`config.mk`:
```
export PLATFORM = sky130hd
export DESIGN_NAME = kv_table_writer
export DESIGN_NICKNAME = d
export VERILOG_FILES = /design/src/rtl/kv_table_writer.sv
export SDC_FILE = /design/constraint.sdc
export NUM_CORES = 1
export LEC_CHECK = 0
export BUFFER_PORTS_ARGS = -buffer_cell sky130_fd_sc_hd__buf_2
export CORE_UTILIZATION = 50
export DETAILED_ROUTE_END_ITERATION = 10
export PLACE_DENSITY_LB_ADDON = 0.05
export SLEW_MARGIN = 40
export SYNTH_ARGS = -nofsm -noshare
export SYNTH_HDL_FRONTEND = slang
export SYNTH_SLANG_ARGS = --single-unit
```
`constraint.sdc`:
```
create_clock -name clk -period 2.9 [get_ports clk]
set_clock_uncertainty 0.05 [all_clocks]
set_input_delay 0.58 -clock clk [delete_from_list [all_inputs] [get_ports clk]]
set_output_delay 0.58 -clock clk [all_outputs]
set_load 0.02 [all_outputs]
```
`src/rtl/kv_table_writer.sv`:
```
// Registered key/value table driven as a packed kv_pairs bus, with an insert/update/delete
// write port and a single-entry registered reverse-lookup (data -> key) response stage.
module kv_table_writer #(
   parameter int unsigned NUM_KEY  = 4,
   parameter int unsigned KEY_LEN  = 4,
   parameter int unsigned DATA_LEN = 8
) (
   input  logic                          clk,
   input  logic                          rst_n,
   input  logic                          wr_valid,
   input  logic                          wr_del,
   input  logic [KEY_LEN-1:0]            wr_key,
   input  logic [DATA_LEN-1:0]           wr_data,
   output logic                          wr_err,
   input  logic                          lk_valid,
   output logic                          lk_ready,
   input  logic [DATA_LEN-1:0]           lk_data,
   output logic                          rsp_valid,
   input  logic                          rsp_ready,
   output logic                          rsp_hit,
   output logic [KEY_LEN-1:0]            rsp_key,
   output logic [NUM_KEY*(KEY_LEN+DATA_LEN)-1:0] kv_pairs,
   output logic [NUM_KEY-1:0]            entry_valid,
   output logic                          full,
   output logic                          empty
);

   localparam int unsigned PAIR_LEN = KEY_LEN + DATA_LEN;

   logic [NUM_KEY-1:0]                valid_q, valid_d;
   logic [NUM_KEY-1:0][KEY_LEN-1:0]   key_q, key_d;
   logic [NUM_KEY-1:0][DATA_LEN-1:0]  data_q, data_d;
   logic                              wr_err_q, wr_err_d;
   logic                              rsp_valid_q, rsp_valid_d;
   logic                              rsp_hit_q, rsp_hit_d;
   logic [KEY_LEN-1:0]                rsp_key_q, rsp_key_d;

   logic [NUM_KEY-1:0]                match_oh;
   logic [NUM_KEY-1:0]                free_oh;
   logic                              any_match;
   logic                              any_free;
   logic                              lk_hit;
   logic [KEY_LEN-1:0]                lk_key;
   logic                              lk_ready_c;
   logic [NUM_KEY*PAIR_LEN-1:0]       kv_pairs_c;

   // Key match against the write command and lowest-index free slot, both one-hot
   always_comb begin
      match_oh  = '0;
      free_oh   = '0;
      any_match = 1'b0;
      any_free  = 1'b0;
      for (int i = 0; i < int'(NUM_KEY); i++) begin
         if (valid_q[i] && (key_q[i] == wr_key)) begin
            match_oh[i] = 1'b1;
            any_match   = 1'b1;
         end
      end
      for (int i = 0; i < int'(NUM_KEY); i++) begin
         if (!valid_q[i] && !any_free) begin
            free_oh[i] = 1'b1;
            any_free   = 1'b1;
         end
      end
   end

   // Table next state: delete, update in place, allocate, or reject when full
   always_comb begin
      valid_d  = valid_q;
      key_d    = key_q;
      data_d   = data_q;
      wr_err_d = 1'b0;
      if (wr_valid) begin
         if (wr_del) begin
            for (int i = 0; i < int'(NUM_KEY); i++) begin
               if (match_oh[i]) begin
                  valid_d[i] = 1'b0;
                  key_d[i]   = '0;
                  data_d[i]  = '0;
               end
            end
         end else if (any_match) begin
            for (int i = 0; i < int'(NUM_KEY); i++) begin
               if (match_oh[i]) begin
                  data_d[i] = wr_data;
               end
            end
         end else if (any_free) begin
            for (int i = 0; i < int'(NUM_KEY); i++) begin
               if (free_oh[i]) begin
                  valid_d[i] = 1'b1;
                  key_d[i]   = wr_key;
                  data_d[i]  = wr_data;
               end
            end
         end else begin
            wr_err_d = 1'b1;
         end
      end
   end

   // Reverse lookup over the pre-write table, lowest index wins
   always_comb begin
      lk_hit = 1'b0;
      lk_key = '0;
      for (int i = 0; i < int'(NUM_KEY); i++) begin
         if (!lk_hit && valid_q[i] && (data_q[i] == lk_data)) begin
            lk_hit = 1'b1;
            lk_key = key_q[i];
         end
      end
   end

   // Response stage: hold while stalled, replace on accept, drop on bare consume
   always_comb begin
      lk_ready_c  = !rsp_valid_q || rsp_ready;
      rsp_valid_d = rsp_valid_q;
      rsp_hit_d   = rsp_hit_q;
      rsp_key_d   = rsp_key_q;
      if (lk_valid && lk_ready_c) begin
         rsp_valid_d = 1'b1;
         rsp_hit_d   = lk_hit;
         rsp_key_d   = lk_key;
      end else if (rsp_ready) begin
         rsp_valid_d = 1'b0;
      end
   end

   // Invalid entries appear as all-zero pairs on the bus
   always_comb begin
      kv_pairs_c = '0;
      for (int i = 0; i < int'(NUM_KEY); i++) begin
         if (valid_q[i]) begin
            kv_pairs_c[PAIR_LEN*i +: PAIR_LEN] = {key_q[i], data_q[i]};
         end
      end
   end

   always_ff @(posedge clk or negedge rst_n) begin
      if (!rst_n) begin
         valid_q     <= '0;
         key_q       <= '0;
         data_q      <= '0;
         wr_err_q    <= 1'b0;
         rsp_valid_q <= 1'b0;
         rsp_hit_q   <= 1'b0;
         rsp_key_q   <= '0;
      end else begin
         valid_q     <= valid_d;
         key_q       <= key_d;
         data_q      <= data_d;
         wr_err_q    <= wr_err_d;
         rsp_valid_q <= rsp_valid_d;
         rsp_hit_q   <= rsp_hit_d;
         rsp_key_q   <= rsp_key_d;
      end
   end

   assign wr_err      = wr_err_q;
   assign lk_ready    = lk_ready_c;
   assign rsp_valid   = rsp_valid_q;
   assign rsp_hit     = rsp_hit_q;
   assign rsp_key     = rsp_key_q;
   assign kv_pairs    = kv_pairs_c;
   assign entry_valid = valid_q;
   assign full        = &valid_q;
   assign empty       = ~|valid_q;

endmodule

```
After elaboration in Yosys (flattened, before gate mapping)
Cells that the tools add are included.
Cells by class
  muxes and demuxes: 68
  reduce and logical (&&, ||, !) cells: 46
  equal/unequal tests: 19
Operators with widths (count)
  $mux 32: 3
  $mux 8: 12
  $mux 4: 15
  $mux 12: 4
  $mux 16: 3
  $reduce_and 5->1: 8
  $eq 8x8->1: 4
  $mux 1: 31
  $eq 4x4->1: 4
  $logic_and 1x1->1: 15
  $ne 2x2->1 const B: 6
  $reduce_bool 3->1: 4
  $logic_not 1->1: 10
  $reduce_bool 2->1: 5
  $ne 2x1->1 const B: 4
  $reduce_and 4->1: 2
  $reduce_or 4->1: 1
  $ne 3x2->1 const B: 1
  $logic_or 1x1->1: 1
Storage, ports and cells
  word-level logic and storage cells: 149
  input bits: 26
  bits in registers: 59
  output and inout port bits: 62

Depth between registers and ports, before layout
Gate-level depths: netlist of run 1.
  depth in word-level cells: 15
  gate-level depth with buffers: 9
  depth with buffers taken out: 6

Worst setup path after synthesis of run 1
No wires, ideal clock.
  path kind: input to register
  start point: in wr_key[0]
  end point: reg data_q[16] (netlist name)
  cell stages on the path: 8
  slack: 368 ps
  data required time: 2725 ps
  data arrival time: 2357 ps
  library setup time: 125 ps
  path buffers: 3
  cells stage by stage: buf_4 > xor2_1 > or4_1 > clkbuf_2 > and3_1 > buf_6 > o21ai_4 > mux2_2
On the way
  longest elaborated chain between the ends: 8
  elaborated cells on any way between the ends: 20
  those cells by class: eq/ne (6); mux (7); reduce/logical (7)
Ends and longest elaborated chain
  from (decl): line 12  | input logic [KEY_LEN-1:0] wr_key,
  $eq 4x4->1: line 54  | if (valid_q[i] && (key_q[i] == wr_key)) begin
  $logic_and 1x1->1: line 54
  $mux 1 (4 in a row): line 54
  $ne 2x2->1 (no line), or another cell as far along
  $reduce_and 5->1 (no line) / $mux 32 (equally long branches)
  to (signal assigned): line 151  | data_q <= data_d;
  to (decl): line 32  | logic [NUM_KEY-1:0][DATA_LEN-1:0] data_q, data_d;
Several ways; a longest one is shown, not always the timed one.
A chain may end at the register's enable or synchronous reset.

Worst setup path after layout of run 1
  start point: reg key_q[7] (netlist name)
  end point: reg data_q[18] (netlist name)
On the way
  longest elaborated chain between the ends: 7
  elaborated cells on any way between the ends: 11
  those cells by class: eq/ne (2); mux (5); reduce/logical (4)
Ends and longest elaborated chain
  from (decl): line 31  | logic [NUM_KEY-1:0][KEY_LEN-1:0] key_q, key_d;
  from (signal assigned): line 150  | key_q <= key_d;
  $eq 4x4->1 (*): line 54
  $logic_and 1x1->1 (*): line 54
  $mux 1 (*) (3 in a row): line 54
  $ne 2x2->1 (no line), or another cell as far along
  $reduce_and 5->1 (no line) / $mux 32 (equally long branches)
Mark *: on every way between the ends. The rest lies on a longest branch, timed or not.

==> results.py, run 1 <==
metrics = {
    "run_status": {
        "status": "finished clean",
    },
    "yosys": {
        "synth_top_area_frac": 0.415,
        "synthArstFlopShare": 1.00,
        "yosysSeqAreaShare": 0.415,
        "synth_area_um2": 3560,
        "synth.distinct_cells": 42,
        "synth_top_area_cell": "dfrtp_1",
        "synth_cells": 380,
        "synth_area_leaders": "dfrtp_1 (42%), xnor2_1 (9.9%), and2_1 (8.6%)",
        "synth-seq-cells": 59,
        "avgSynthCellArea_um2": 9.36,
        "yosysWarnings": 0,
        "synth_edf_count": 0,
        "synth_ff_type": "dfrtp_1",
        "syn-num-nets": 406,
    },
    "global_route": {
        "grt_pass1_wl_mm": 15.9,
        "gr-total-overflow": 0,
        "grt_pass1_vias": 2971,
        "grt_antenna_before_repair": 0,
        "grt_usage": 0.284,
        "grt_max_degree": 60,
    },
    "critical_path": {
        "critPathLaunch": "key_q[7]",
        "cp.required_ns": 3.08,
        "r2r-end": "data_q[18]",
        "rrSetupSlack_ns": 0.47,
        "cpMaxStageDelayCell": "or4_1",
        "critPathKind": "flip-flop to flip-flop",
        "cp-end-kind": "flip-flop",
        "cp_slowest_stage_delay_ns": 0.66,
        "arrival_ns": 2.60,
        "crit_fanout": 8,
        "r2r-start": "key_q[7]",
        "crit_chain": "xor2_1 > or4_1 > and3_1 > o21ai_4 > mux2_2",
        "reg2reg_depth": 5,
        "setup.worst_path.end": "data_q[18]",
        "crit_path_start_kind": "flip-flop",
    },
    "routing": {
        "viasPerCell": 5.59,
        "highest_layer": "met4",
        "vias": 3137,
        "drtPass1Iterations": 4,
        "initialDrtViolationCount": 271,
        "drtAntennaViolNets": 0,
        "wl_met1_mm": 4.36,
        "wl_met2_mm": 4.90,
        "drcViolationCount": 0,
        "dr_wl_met3_um": 456,
        "wire_per_inst_um": 17.8,
        "wirelength_mm": 9.99,
    },
    "clock_network": {
        "cts_resized": 0,
        "cts_inserted_buffers": 9,
        "cts_tree": "built",
        "postCtsSetupBuffers": 0,
        "cts.path.max_buffers": 2,
        "cts-root-buf": "clkbuf_8",
        "htreeDepth": 3,
        "cts_hold_buf": 0,
        "clock_latency_ns": 0.35,
        "clock-sinks": 59,
        "clk_pin_slew_worst_paths_ns": 0.07,
    },
    "timing": {
        "worst_pin_slew_ns": 0.734,
        "setup_viol": 0,
        "max_freq_mhz": 412,
        "period_share": 0.837,
        "maxSlewHeadroom": 0.506,
        "setup_slack_ns": 0.473,
        "fin_setup_tns_ns": 0,
        "rsz0062_at_grt": "no",
        "fin_crit_ns": 2.43,
        "drv_slew": 0,
        "final-hold-violation-count": 0,
    },
    "placement": {
        "hpwl_mm": 7.45,
        "pre_cts_ws_ns": 0.193,
        "port_buffers": 87,
        "gp_congestion": 0.883,
    },
    "finish": {
        "fin_nets": 486,
        "n_fill_cell": 617,
        "drive_above_1_share": 0.277,
        "multi_input_area_um2": 1940,
        "antennaDiodeCount": 0,
        "regArea_um2": 1480,
        "syn2layout_area_growth_pct": 22.1,
    },
    "pwr": {
        "combPwrFrac": 0.462,
        "seq_power_share": 0.330,
        "clock_power_share": 0.208,
        "power_density_nw_per_um2": 1080,
        "power.internal_mw": 2.72,
        "peakVddDrop_mv": 0.531,
        "p_leak_nw": 2.11,
        "swShare": 0.420,
        "power.switching_mw": 1.97,
    },
    "floorplan": {
        "design.core.area_um2": 6830,
        "die_h_um": 86.3,
        "initial_core_util": 0.521,
        "dieWidth_um": 86.3,
        "io_pins": 88,
        "die-area_um2": 7450,
        "row_count": 30,
    },
    "worst_hold_path": {
        "hold_class": "primary input to async pin",
    },
    "run": {
        "maxCapViolCount": 0,
    },
}
## per-stage QoR
stage	area (um^2)	power, mW	util	cells	hold WS [ns]
2_1_floorplan	3560	3.01	-	380	0.234
4_1_cts	4340	4.70	0.635	561	0.197
3_5_place_dp	4080	3.72	0.597	545	0.434
3_3_place_gp	4080	3.69	0.597	545	0.456
6_report	4340	4.69	0.636	561	0.179
5_1_grt	4340	4.99	0.636	561	0.198
## placed cells by master (no fill, tap or decap), types with 9 or more instances in the layout
| master | Yosys | routed |
|---|---|---|
| a22o_1 | 24 | 24 |
| clkbuf_8 | 0 | 12 |
| and3_1 | 9 | 9 |
| dfrtp_1 | 59 | 59 |
| xnor2_1 | 40 | 40 |
| and2_1 | 49 | 49 |
| buf_4 | 1 | 10 |
| nor2_1 | 13 | 13 |
| nand2_1 | 24 | 24 |
| nand3_1 | 23 | 23 |
| buf_2 | 2 | 87 |
| nand4_1 | 9 | 9 |
| o21ai_0 | 16 | 16 |
## critical path: cells and delay by family, from the launching register on
kind | cells | cell delay (ns)
XOR/XNOR | 1 | 0.20
flip-flops | 1 | 0.44
AO/OA/AOI/OAI | 1 | 0.29
AND/OR/NAND/NOR | 2 | 0.96
multiplexers | 1 | 0.37
## cell families after synthesis
family                 count (synthesis)  synth area share
AO/OA/AOI/OAI                         75             0.157
multiplexers                           7            0.0222
buffers and inverters                 34            0.0422
AND/OR/NAND/NOR                      157             0.245
flip-flops                            59             0.415
XOR/XNOR                              48             0.118
## power by group through the flow
stage               sequential (mW)  combinational [mW]  clock [mW]
global placement               1.56                2.13           0
global route                   1.59                2.37        1.03
finish                         1.55                2.17       0.977
floorplan                      1.42                1.59           0
CTS                            1.55                2.17       0.985
detailed placement             1.56                2.16           0
## synth_stat cells (3+ instances only)
cell type	n
dfrtp_1	59
and2_1	49
xnor2_1	40
a22o_1	24
nand2_1	24
nand3_1	23
clkbuf_1	22
o21ai_0	16
nor2_1	13
and3_1	9
nand4_1	9
nor2b_1	8
xor2_1	8
a22oi_1	7
mux2_2	7
a21oi_1	6
nor3_1	6
a21o_1	5
inv_1	5
nor4_1	5
a31o_2	4
a221oi_1	3
nand2b_1	3
o31ai_1	3
## final cells by class
| class | count | area share |
|---|---|---|
| clock buffer | 12 | 0.0380 |
| clock inverter | 4 | 0.0219 |
| inverter | 5 | 0.00432 |
| multi-input combinational | 287 | 0.446 |
| sequential | 59 | 0.340 |
| tap | 96 | 0.0277 |
| timing repair buffer | 98 | 0.122 |
## per-layer routing
layer	global-route usage	up-vias
met3	0.0429	21
met1	0.367	1517
met5	0	-
li1	-	1492
met2	0.475	107
met4	0.124	0
## flip-flops by register name, indices dropped and copies added (netlist names)
signal / flops
data_q: 32
entry_valid: 4
key_q: 16
rsp_hit: 1
rsp_key: 4
rsp_valid: 1
wr_err: 1
## worst min-delay path by stage
stage / startpoint / to / slack (ns) / cells past startpoint
6_report: rst_n / rsp_key[2] / 0.18 / 2
5_1_grt: rst_n / rsp_hit / 0.20 / 2
4_1_cts: rst_n / rsp_key[2] / 0.20 / 2
3_5_place_dp: rsp_key[0] / rsp_key[0] / 0.43 / 2
3_3_place_gp: rsp_key[0] / rsp_key[0] / 0.46 / 2
2_1_floorplan: rst_n / data_q[0] / 0.23 / 0
(Power assumes the default switching activity.)
==> run 2, diff against run 1 <==
ABC_AREA = 1   (was unset)
clock period = 2.4 ns   (was 2.9 ns; I/O delays follow)
==> run 2 against run 1 <==
Against the previous run: sequential power is 17% higher; clock power is 20% lower; register-to-register slack worse by 0.04 ns; synthesized cell count is 63% higher; design area is 9.1% higher; cell count is 46% higher; first-iteration DRC count is 26% lower; combinational power is 2% higher; via count is 33% higher; global-route usage is 0.058 points lower; sequential cell count stayed put.
==> results.py, run 2 <==
metrics = {
    "yosys": {
        "synth_top_area_cell": "dfrtp_1",
        "synthMuxAreaShare": 0,
        "synthXorXnorAreaFrac": 0.0262,
        "synth-seq-cells": 59,
        "yosysMostFrequentCell": "nand2_1",
        "synth_edf_count": 0,
        "synth_cells": 621,
        "synth_area_leaders": "dfrtp_1 (37%), nand2_1 (22%), inv_1 (10%)",
        "synth_commonest_cells": "nand2_1 (240), inv_1 (111), dfrtp_1 (59)",
        "synth-compound-area-share": 0.0750,
        "synth_top_family_by_area": "simple AND/OR/NAND/NOR gates",
        "avgSynthCellArea_um2": 6.47,
        "synthArstFlopShare": 1.00,
        "synth_ff_type": "dfrtp_1",
        "synth_top_area_frac": 0.367,
        "synth.distinct_cells": 36,
        "yosys.area_share.adder": 0,
        "syn-num-nets": 647,
        "yosys.area_share.simple": 0.395,
        "yosysSeqAreaShare": 0.367,
        "synth_area_um2": 4020,
        "yosysWarnings": 0,
    },
    "finish": {
        "largest_register_ffs": 32,
        "final_core_util": 0.610,
        "syn2layout_area_growth_pct": 17.9,
        "top_register": "data_q",
        "reg.largest.list": "data_q (32), key_q (16)",
        "layout_common_cells": "nand2_1 (240), inv_1 (111), buf_2 (87)",
        "antennaDiodeCount": 0,
        "fin_nets": 737,
        "drive_above_1_share": 0.196,
        "final_common_cell": "nand2_1",
    },
    "critical_path": {
        "cp.required_ns": 1.87,
        "cp_slowest_stage_delay_ns": 0.62,
        "crit_path_start_kind": "flip-flop",
        "cp-end-kind": "output pin",
        "critPathKind": "flip-flop to output pin",
        "arrival_ns": 1.68,
        "crit_chain": "nand2_1 > nor3_1 > buf_4 > buf_2",
        "cpMaxStageDelayCell": "dfrtp_1",
        "crit_fanout": 12,
    },
    "global_route": {
        "grt_pass1_vias": 3674,
        "grt_usage": 0.284,
        "grt_pass1_wl_mm": 18.4,
        "gr-total-overflow": 0,
        "grt_max_degree": 60,
        "grt_antenna_before_repair": 0,
    },
    "clock_network": {
        "clock-sinks": 59,
        "postCtsSetupBuffers": 0,
        "cts_inserted_buffers": 9,
        "cts_hold_buf": 0,
        "htreeDepth": 3,
        "clk_pin_slew_worst_paths_ns": 0.07,
        "cts.path.max_buffers": 2,
        "clock_latency_ns": 0.34,
        "cts-root-buf": "clkbuf_8",
        "cts_tree": "built",
    },
    "run": {
        "maxCapViolCount": 0,
    },
    "pwr": {
        "p_leak_nw": 3.01,
        "power.internal_mw": 2.53,
        "power.switching_mw": 2.30,
        "combPwrFrac": 0.461,
        "clock_power_share": 0.163,
        "swShare": 0.476,
        "peakVddDrop_mv": 0.555,
        "p_total_mw": 4.82,
        "seq_power_share": 0.376,
        "power_density_nw_per_um2": 1020,
    },
    "routing": {
        "drtPass1Iterations": 5,
        "wire_per_inst_um": 13.6,
        "drtAntennaViolNets": 0,
        "initialDrtViolationCount": 200,
        "drcViolationCount": 0,
        "wirelength_mm": 11.1,
        "viasPerCell": 5.09,
        "vias": 4159,
    },
    "placement": {
        "hpwl_mm": 8.62,
        "gp_congestion": 0.885,
        "port_buffers": 87,
        "pre_cts_ws_ns": 0.302,
    },
    "floorplan": {
        "row_count": 32,
        "die_h_um": 91.7,
        "dieWidth_um": 91.7,
        "die-area_um2": 8400,
        "design.core.area_um2": 7770,
        "io_pins": 88,
        "initial_core_util": 0.517,
    },
    "timing": {
        "worst_pin_slew_ns": 0.454,
        "final-hold-violation-count": 0,
        "max_freq_mhz": 452,
        "fin_crit_ns": 2.21,
        "rsz0062_at_grt": "no",
        "fin_setup_tns_ns": 0,
        "drv_slew": 0,
        "maxSlewHeadroom": 0.697,
        "period_share": 0.922,
        "setup_viol": 0,
        "hold_slack_ns": 0.0730,
        "setup_slack_ns": 0.188,
    },
    "run_status": {
        "status": "finished clean",
    },
    "worst_hold_path": {
        "hold_class": "primary input to async pin",
    },
}
==> run 2: cell count changes in the layout (fill, tap and decap cells not counted), sizes merged, moves of 8 or more <==
cell,previous run,this run
a22o,24,0
and2,49,0
and3,9,0
inv,5,117
nand2,24,247
nand3,23,44
nor2,13,41
nor2b,8,0
o21ai,18,40
xnor2,40,8
==> run 2: worst paths after layout <==
path,startpoint,to,slack (ns),cells past startpoint
max,entry_valid[1],full,0.19,4
min,rst_n,data_q[2],0.07,2
max reg2reg,entry_valid[1],key_q[12],0.43,10
min reg2reg,rsp_key[0],rsp_key[0],0.43,2
max in group asynchronous,rst_n,data_q[16],1.94,2
min in group clk,rsp_ready,rsp_valid,0.38,4
==> run 2: power by group through the flow <==
stage	clock network, mW	registers, mW	logic, mW
floorplan	0	1.67	1.66
global placement	0	1.81	2.18
detailed placement	0	1.82	2.22
CTS	0.792	1.80	2.23
global route	0.831	1.88	2.50
finish	0.784	1.82	2.22
==> run 2: kinds of logic after synthesis <==
group | count (synthesis)
AO/OA/AOI/OAI | 53
flip-flops | 59
AND/OR/NAND/NOR | 360
buffers and inverters | 137
XOR/XNOR | 12
==> run 2: cell type report <==
type,count,area (um^2)
Clock inverter,3,15.0
Sequential cell,59,1480
Inverter,118,443
Multi-Input combinational cell,425,2000
Fill cell,780,3030
Timing Repair Buffer,98,531
Tap cell,102,128
Clock buffer,12,145
==> run 2: routing by layer <==
metal | GRT usage | up-vias | wire length, um
li1 | - | 2083 | -
met1 | 0.424 | 1885 | 5310
met2 | 0.413 | 180 | 4800
met3 | 0.0663 | 11 | 929
met4 | 0.0688 | 0 | 103
met5 | 0 | - | 0
==> run 2: through the flow <==
step	instances	instance area, um^2
floorplan	621	4020
global placement	802	4570
detailed placement	802	4570
CTS	817	4730
global route	817	4740
finish	817	4740
==> run 2: critical path, delay by kind of cell, from the launching register on <==
family        cells  cell delay [ns]
flops             1             0.62
buf+inv           2             0.33
simple gates      2             0.39
==> run 2: what timing repair did <==
| action | CTS | global route |
|---|---|---|
| gates resized for setup | 0 | 1 |
| setup endpoints to repair | 0 | 1 |
| hold endpoints to repair | 0 | 0 |
==> run 3, diff against run 2 <==
clock period = 2.7 ns   (was 2.4 ns; I/O delays follow)
==> run 3 against run 2 <==
Against the previous run: sequential power down 12%; critical path depth down 1; critical path type unchanged; core utilization down 0.31 points; clock power down 6.5%; via count down 1.9%; register-to-register slack about the same; critical endpoint unchanged; combinational power down 11%; sequential share of layout area up 0.16 points; cell count down 0.37%; worst setup slack better by 0.041 ns; worst hold slack better by 0.086 ns.
==> results.py, run 3 (same netlist as run 2, synthesis figures left out) <==
metrics = {
    "routing": {
        "drtAntennaViolNets": 0,
        "vias": 4079,
        "drtPass1Iterations": 5,
        "wire_per_inst_um": 13.9,
        "wirelength_mm": 11.3,
        "initialDrtViolationCount": 247,
        "viasPerCell": 5.01,
        "drcViolationCount": 0,
    },
    "global_route": {
        "gr-total-overflow": 0,
        "grt_pass1_vias": 3631,
        "grt_usage": 0.287,
        "grt_pass1_wl_mm": 18.6,
        "grt_max_degree": 35,
        "grt_antenna_before_repair": 0,
    },
    "floorplan": {
        "die_h_um": 91.7,
        "initial_core_util": 0.517,
        "die-area_um2": 8400,
        "row_count": 32,
        "io_pins": 88,
        "dieWidth_um": 91.7,
        "design.core.area_um2": 7770,
    },
    "timing": {
        "rsz0062_at_grt": "no",
        "max_freq_mhz": 405,
        "setup_viol": 0,
        "worst_pin_slew_ns": 0.690,
        "fin_setup_tns_ns": 0,
        "maxSlewHeadroom": 0.540,
        "period_share": 0.915,
        "drv_slew": 0,
        "final-hold-violation-count": 0,
        "fin_crit_ns": 2.47,
        "hold_slack_ns": 0.159,
    },
    "clock_network": {
        "clock_latency_ns": 0.34,
        "cts.path.max_buffers": 2,
        "cts_hold_buf": 0,
        "cts_inserted_buffers": 9,
        "cts-root-buf": "clkbuf_8",
        "htreeDepth": 3,
        "cts_tree": "built",
        "clock-sinks": 59,
        "clk_pin_slew_worst_paths_ns": 0.07,
        "postCtsSetupBuffers": 0,
        "cts_resized": 0,
    },
    "finish": {
        "fin_cells": 814,
        "antennaDiodeCount": 0,
        "final_common_cell": "nand2_1",
        "n_fill_cell": 777,
        "fin_nets": 733,
        "reg.largest.list": "data_q (32), key_q (16)",
        "top_register": "data_q",
        "drive_above_1_share": 0.190,
        "largest_register_ffs": 32,
        "finalInstanceArea_um2": 4710,
        "syn2layout_area_growth_pct": 17.3,
        "layout_common_cells": "nand2_1 (240), inv_1 (111), buf_2 (87)",
        "final_core_util": 0.607,
    },
    "critical_path": {
        "crit_path_start_kind": "flip-flop",
        "arrival_ns": 1.88,
        "crit_fanout": 18,
        "critPathKind": "flip-flop to output pin",
        "critPathLaunch": "entry_valid[1]",
        "r2r-start": "entry_valid[1]",
        "cp-end-kind": "output pin",
        "cp.required_ns": 2.11,
    },
    "run": {
        "maxCapViolCount": 0,
    },
    "placement": {
        "placed_area_um2": 4540,
        "port_buffers": 87,
        "dp.cells": 798,
        "gp_congestion": 0.907,
        "hpwl_mm": 8.72,
    },
    "pwr": {
        "p_leak_nw": 3.00,
        "power_density_nw_per_um2": 914,
        "peakVddDrop_mv": 0.496,
    },
    "worst_hold_path": {
        "hold_class": "primary input to async pin",
    },
    "run_status": {
        "status": "finished clean",
    },
}
==> run 3: path summary, 6_finish.rpt <==
check	endpoint	slack, ns	cells past startpoint
min in group clk	rsp_key[2]	0.43	2
min reg2reg	rsp_key[2]	0.43	2
max reg2reg	key_q[11]	0.42	8
max in group asynchronous	rsp_hit	1.81	2
max	full	0.23	3
min	data_q[2]	0.16	1
==> run 3: area by class of cell <==
cell class / count / area, um^2 / share of cell area
well taps: 102 / 128 / 0.0271
multi-input cells: 425 / 1990 / 0.423
repair buffers: 94 / 500 / 0.106
clock buffers: 14 / 163 / 0.0345
clock inverters: 2 / 10.0 / 0.00212
flip-flops and latches: 59 / 1480 / 0.313
inverters: 118 / 443 / 0.0940
==> run 3: power by group <==
group	leakage (nW)	total, mW	switching (mW)	internal (mW)
clock	0.0905	0.733	0.351	0.382
combinational	2.13	1.97	1.28	0.688
sequential	0.771	1.60	0.409	1.19
==> run 3: worst max-delay path, cell delays in order, from the launching register on <==
cell and delay, ns:
dfrtp_1 0.79, nand2_1 0.18, nor3_1 0.32, buf_2 0.25
==> run 3: routing by layer <==
metal / up-vias / share of wire / global-route usage
li1: 2074 / - / -
met1: 1876 / 0.50 / 0.430
met2: 123 / 0.44 / 0.422
met3: 6 / 0.052 / 0.0357
met4: 0 / 0.0070 / 0.104
met5: - / 0 / 0
==> run 3: metrics by stage <==
stage                     setup slack [ns]  total power [mW]
after floorplan                      0.604              2.96
after global placement               0.474              3.55
after detailed placement             0.428              3.58
after CTS                            0.246              4.32
after global routing                0.0501              4.65
final                                0.230              4.31
